$ cat config.mk
export PLATFORM = sky130hd
export DESIGN_NAME = gsm_line_buffer
export DESIGN_NICKNAME = d
export VERILOG_FILES = /design/src/rtl/gsm_lcd_pkg.sv /design/src/rtl/gsm_char_class.sv /design/src/rtl/gsm_line_buffer.sv
export SDC_FILE = /design/constraint.sdc
export NUM_CORES = 1
export LEC_CHECK = 0
export CAP_MARGIN = 20
export CORE_MARGIN = 10
export CORE_UTILIZATION = 35
export DETAILED_ROUTE_END_ITERATION = 16
export GPL_TIMING_DRIVEN = 0
export PLACE_DENSITY = 0.6
export SLEW_MARGIN = 30
export SYNTH_ARGS = -nofsm -noshare
export SYNTH_HDL_FRONTEND = slang
export SYNTH_SLANG_ARGS = --single-unit
$ cat constraint.sdc
create_clock -name CLOCK_50 -period 3.2 [get_ports CLOCK_50]
set_clock_uncertainty 0.05 [all_clocks]
set_input_delay 0.32 -clock CLOCK_50 [delete_from_list [all_inputs] [get_ports CLOCK_50]]
set_output_delay 0.32 -clock CLOCK_50 [all_outputs]
set_load 0.01 [all_outputs]
$ cat src/rtl/gsm_lcd_pkg.sv
// rtl/gsm_lcd_pkg.sv - shared constants, state encoding and slice helper for the GSM LCD line path
package gsm_lcd_pkg;

  localparam int         CHARS_DEF = 14;
  localparam logic [7:0] CR        = 8'h0D;
  localparam logic [7:0] LF        = 8'h0A;
  localparam logic [7:0] SPACE     = 8'h20;

  typedef enum logic [1:0] {
    EMPTY   = 2'd0,
    COLLECT = 2'd1,
    DISCARD = 2'd2
  } lb_state_t;

  // Character 0 sits in the most significant byte, so position i maps to this LSB.
  function automatic int char_lsb(input int i, input int chars);
    return (chars - 1 - i) * 8;
  endfunction

endpackage

$ cat src/rtl/gsm_char_class.sv
// rtl/gsm_char_class.sv - combinational classification of a received byte
module gsm_char_class
  import gsm_lcd_pkg::*;
(
  input  logic [7:0] data,
  output logic       is_term,
  output logic       is_print
);

  // CR/LF end a line; 0x20..0x7E are kept; everything else is ignored upstream.
  always_comb begin
    is_term  = (data == CR) || (data == LF);
    is_print = (data >= 8'h20) && (data <= 8'h7E);
  end

endmodule

$ cat src/rtl/gsm_line_buffer.sv
// rtl/gsm_line_buffer.sv - assembles UART text lines into a two-line LCD scroll
module gsm_line_buffer
  import gsm_lcd_pkg::*;
#(
  parameter int         CHARS = CHARS_DEF,
  parameter logic [7:0] PAD   = SPACE
) (
  input  logic                 CLOCK_50,
  input  logic                 iRST,
  input  logic [7:0]           iRX_DATA,
  input  logic                 iRX_VALID,
  input  logic                 iCLEAR,
  output logic [CHARS*8-1:0]   oLINE1,
  output logic [CHARS*8-1:0]   oLINE2,
  output logic                 oNEW_LINE,
  output logic                 oOVERFLOW
);

  localparam logic [3:0]         CNT_MAX   = 4'(CHARS);
  localparam logic [CHARS*8-1:0] PAD_LINE  = {CHARS{PAD}};

  lb_state_t           state_q, state_d;
  logic [3:0]          cnt_q, cnt_d;
  logic [CHARS*8-1:0]  line_buf_q, line_buf_d;
  logic [CHARS*8-1:0]  line1_q, line1_d;
  logic [CHARS*8-1:0]  line2_q, line2_d;
  logic                pulse_q, pulse_d;
  logic                ovf_q, ovf_d;
  logic                commit;
  logic                is_term;
  logic                is_print;

  gsm_char_class u_class (
    .data     (iRX_DATA),
    .is_term  (is_term),
    .is_print (is_print)
  );

  // State and output registers; reset leaves both lines blank and nothing pending.
  always_ff @(posedge CLOCK_50) begin
    if (iRST) begin
      state_q    <= EMPTY;
      cnt_q      <= 4'd0;
      line_buf_q <= PAD_LINE;
      line1_q    <= PAD_LINE;
      line2_q    <= PAD_LINE;
      pulse_q    <= 1'b0;
      ovf_q      <= 1'b0;
    end else begin
      state_q    <= state_d;
      cnt_q      <= cnt_d;
      line_buf_q <= line_buf_d;
      line1_q    <= line1_d;
      line2_q    <= line2_d;
      pulse_q    <= pulse_d;
      ovf_q      <= ovf_d;
    end
  end

  // Next-state: collect printable bytes, truncate long lines, scroll on a non-empty terminator.
  always_comb begin
    state_d    = state_q;
    cnt_d      = cnt_q;
    line_buf_d = line_buf_q;
    line1_d    = line1_q;
    line2_d    = line2_q;
    pulse_d    = 1'b0;
    ovf_d      = ovf_q;
    commit     = 1'b0;

    if (iCLEAR) begin
      state_d    = EMPTY;
      cnt_d      = 4'd0;
      line_buf_d = PAD_LINE;
      line1_d    = PAD_LINE;
      line2_d    = PAD_LINE;
      ovf_d      = 1'b0;
    end else if (iRX_VALID) begin
      case (state_q)
        EMPTY: begin
          // A terminator here would be a blank line, which is never shown.
          if (is_print) begin
            line_buf_d[char_lsb(0, CHARS) +: 8] = iRX_DATA;
            cnt_d   = 4'd1;
            state_d = COLLECT;
          end
        end
        COLLECT: begin
          if (is_print) begin
            if (cnt_q < CNT_MAX) begin
              line_buf_d[char_lsb(int'(cnt_q), CHARS) +: 8] = iRX_DATA;
              cnt_d = cnt_q + 4'd1;
            end else begin
              ovf_d   = 1'b1;
              state_d = DISCARD;
            end
          end else if (is_term) begin
            commit = 1'b1;
          end
        end
        DISCARD: begin
          if (is_term) begin
            commit = 1'b1;
          end
        end
        default: begin
          state_d = EMPTY;
        end
      endcase
    end

    if (commit) begin
      line1_d = line2_q;
      for (int i = 0; i < CHARS; i++) begin
        line2_d[char_lsb(i, CHARS) +: 8] =
          (i < int'(cnt_q)) ? line_buf_q[char_lsb(i, CHARS) +: 8] : PAD;
      end
      line_buf_d = PAD_LINE;
      cnt_d      = 4'd0;
      state_d    = EMPTY;
      pulse_d    = 1'b1;
    end
  end

  assign oLINE1    = line1_q;
  assign oLINE2    = line2_q;
  assign oNEW_LINE = pulse_q;
  assign oOVERFLOW = ovf_q;

endmodule

==> impl_metrics.env <==
export IMPL_ant_nets=0
export IMPL_wl_per_cell_um=19.0
export IMPL_vdd_drop_max_v=0.000313
export IMPL_crit_arrival_ps=3520
export IMPL_fin_crit_ps=3090
export IMPL_io_buffers=234
export IMPL_whs_ps=40.0
export IMPL_path_clk_slew_ps=60
export IMPL_wirelength_mm=45.6
export IMPL_end_kind="flip-flop"
export IMPL_cts_hold_buffers=0
export IMPL_status="complete, no violations"
export IMPL_start_util=0.355
export IMPL_seq_area_frac_synth=0.514
export IMPL_finalNetCount=1887
export IMPL_cts_buffers=39
export IMPL_synthDistinctLibCells=57
export IMPL_final_common_cell="nand2_1"
export IMPL_die_w_um=216
export IMPL_yosysWarningCount=0
export IMPL_gp_congestion=0.909
export IMPL_syn_to_final_growth_pct=34.9
export IMPL_synth_area_leaders="dfxtp_1 (51%), nand2_1 (11%), a21oi_1 (7.6%), mux2i_1 (5.8%), nand3_1 (4.9%)"
export IMPL_synth_fp_nets=1599
export IMPL_clock_path_buffers=3
export IMPL_vias=12037
export IMPL_drive_gt1_frac=0.0921
export IMPL_die_height_um=216
export IMPL_synth_ff_type="dfxtp_1"
export IMPL_cts_root_buf="clkbuf_16"
export IMPL_coreArea_mm2=0.0378
export IMPL_antenna_found_initial=2
export IMPL_synth_edf_count=0
export IMPL_finalSetupViolCount=0
export IMPL_powerDensity_mw_per_mm2=501
export IMPL_worstSetupPathType="flip-flop to flip-flop"
export IMPL_yosysTopAreaCell="dfxtp_1"
export IMPL_async_reset_ff_frac=0
export IMPL_design_area_mm2=0.0181
export IMPL_drt_pass1_iter_count=5
export IMPL_dp_hpwl_mm=33.3
export IMPL_synth_area_per_cell_um2=8.52
export IMPL_remaining_drc_errors=0
export IMPL_grt_ovfl_total=0
export IMPL_num_rows=71
export IMPL_ioPinCount=238
export IMPL_ys_ff_latch=344
export IMPL_cts_sinks=344
export IMPL_synth_top_cell_area_share=0.514
export IMPL_slew_headroom=0.470
export IMPL_tns_ps=0
export IMPL_globalRouteTotalUtil=0.190
export IMPL_crit_fanout=8
export IMPL_grt_pass1_vias=11953
export IMPL_synth_area_mm2=0.0134
export IMPL_maxSlewViolCount=0
export IMPL_grt_max_degree=14
export IMPL_power_leakage_uw=0.00615
export IMPL_htreeDepth=2
export IMPL_detail_route_iter0_violations=753
export IMPL_max_freq_mhz=323
export IMPL_drv_cap=0
export IMPL_finalPower_uw=9060
export IMPL_fillers=3641
export IMPL_die_area_mm2=0.0465
export IMPL_fin_crit_sh=0.966
export IMPL_rsz0062_at_grt="no"
export IMPL_vias_per_cell=5.01
export IMPL_hold_violations=0
export IMPL_startpoint_type="flip-flop"
export IMPL_final_cell_mix="nand2_1 (397), dfxtp_1 (342), clkdlybuf4s50_1 (234), a21oi_1 (203), nand3_1 (128)"
export IMPL_placed_area_mm2=0.0164
export IMPL_synth_cells=1572
export IMPL_cts_tree="done"
export IMPL_worstSkewPairLatency_ps=560
export IMPL_worst_slew_pin_slew_ps=792
export IMPL_hold_class="primary input to flip-flop"
export IMPL_grt_pass1_wl_mm=70.3
export IMPL_crit_required_ps=3630
state kept, by name (all words and copies together) (netlist names):
signal      flops
oLINE2        112
oNEW_LINE       1
oLINE1        112
state_q         2
line_buf_q    112
cnt_q           4
oOVERFLOW       1
final cells by class:
| type | count | area [um2] | area share |
|---|---|---|---|
| repair buffers | 247 | 2500 | 0.138 |
| multi-input cells | 1100 | 6170 | 0.341 |
| inverters | 10 | 37.5 | 0.00208 |
| plain buffers | 118 | 539 | 0.0298 |
| flip-flops and latches | 344 | 6890 | 0.381 |
| well taps | 511 | 639 | 0.0354 |
| clock buffers | 59 | 1150 | 0.0638 |
| clock inverters | 11 | 145 | 0.00803 |
| diodes | 2 | 5.00 | 0.000277 |
critical path, cell delays in order (launching register included):
cell,delay [ps]
dfxtp_4,380
ha_2,210
ha_4,310
buf_4,120
nand4_1,90
ha_1,300
and4bb_2,380
and2_4,200
o2111ai_4,140
buf_6,180
or4_1,520
a21oi_1,150
through the flow:
step	cells	setup WS, ps	utilization
4_1_cts	2398	4.19	0.475
2_1_floorplan	1572	62.8	-
5_1_grt	2400	1.50	0.479
3_3_place_gp	2317	-1010	0.434
6_report	2402	108	0.479
3_5_place_dp	2317	-667	0.434
layer usage:
layer / GRT usage / routed length, um
met2: 0.298 / 20600
met1: 0.246 / 20500
met4: 0.0690 / 1120
met3: 0.0484 / 3340
met5: 0 / 0
logic make-up after synthesis:
kind of cell    synth area share
mux                       0.0575
simple gates               0.242
compound gates             0.130
fa+ha+maj                 0.0140
flops                      0.514
buf+inv                   0.0407
xor+xnor                 0.00121
power breakdown:
part | internal [uW] | leakage (uW) | switching [uW] | total [uW]
clock network | 2730 | 0.000641 | 1800 | 4530
registers | 4280 | 0.00277 | 2.89 | 4290
logic | 56.9 | 0.00274 | 192 | 249
total | 7070 | 0.00615 | 1990 | 9060
final timing paths:
path | from | end | slack (ps) | depth (start not counted)
worst max-delay path | cnt_q[1] | line_buf_q[76] | 110 | 11
worst min-delay path | iRX_DATA[4] | line_buf_q[12] | 40 | 3
worst max register to register | cnt_q[1] | line_buf_q[76] | 110 | 11
worst min register to register | line_buf_q[63] | line_buf_q[63] | 380 | 2
what timing repair did:
item	4_1_cts	5_1_grt
resized for setup	26	27
buffers inserted	11	2
pin swaps	8	8
endpoints found under the setup margin	111	145
cells in the mapped netlist (all sizes together) (4+ instances only):
library cell  number
a31oi             10
o211ai             8
nor3b             15
and4bb             4
nor2              82
or3                7
inv               10
o21ai             27
clkbuf            71
buf               47
nand2            399
nand4              8
a2111oi            6
nor2b              5
and2              11
nand3            132
and3              15
nor3              11
a211oi             5
a21oi            205
mux2i             77
ha                15
or4                8
dfxtp            344
a22o              14
nand2b             5
No activity file was read; power rests on OpenSTA's default activity.
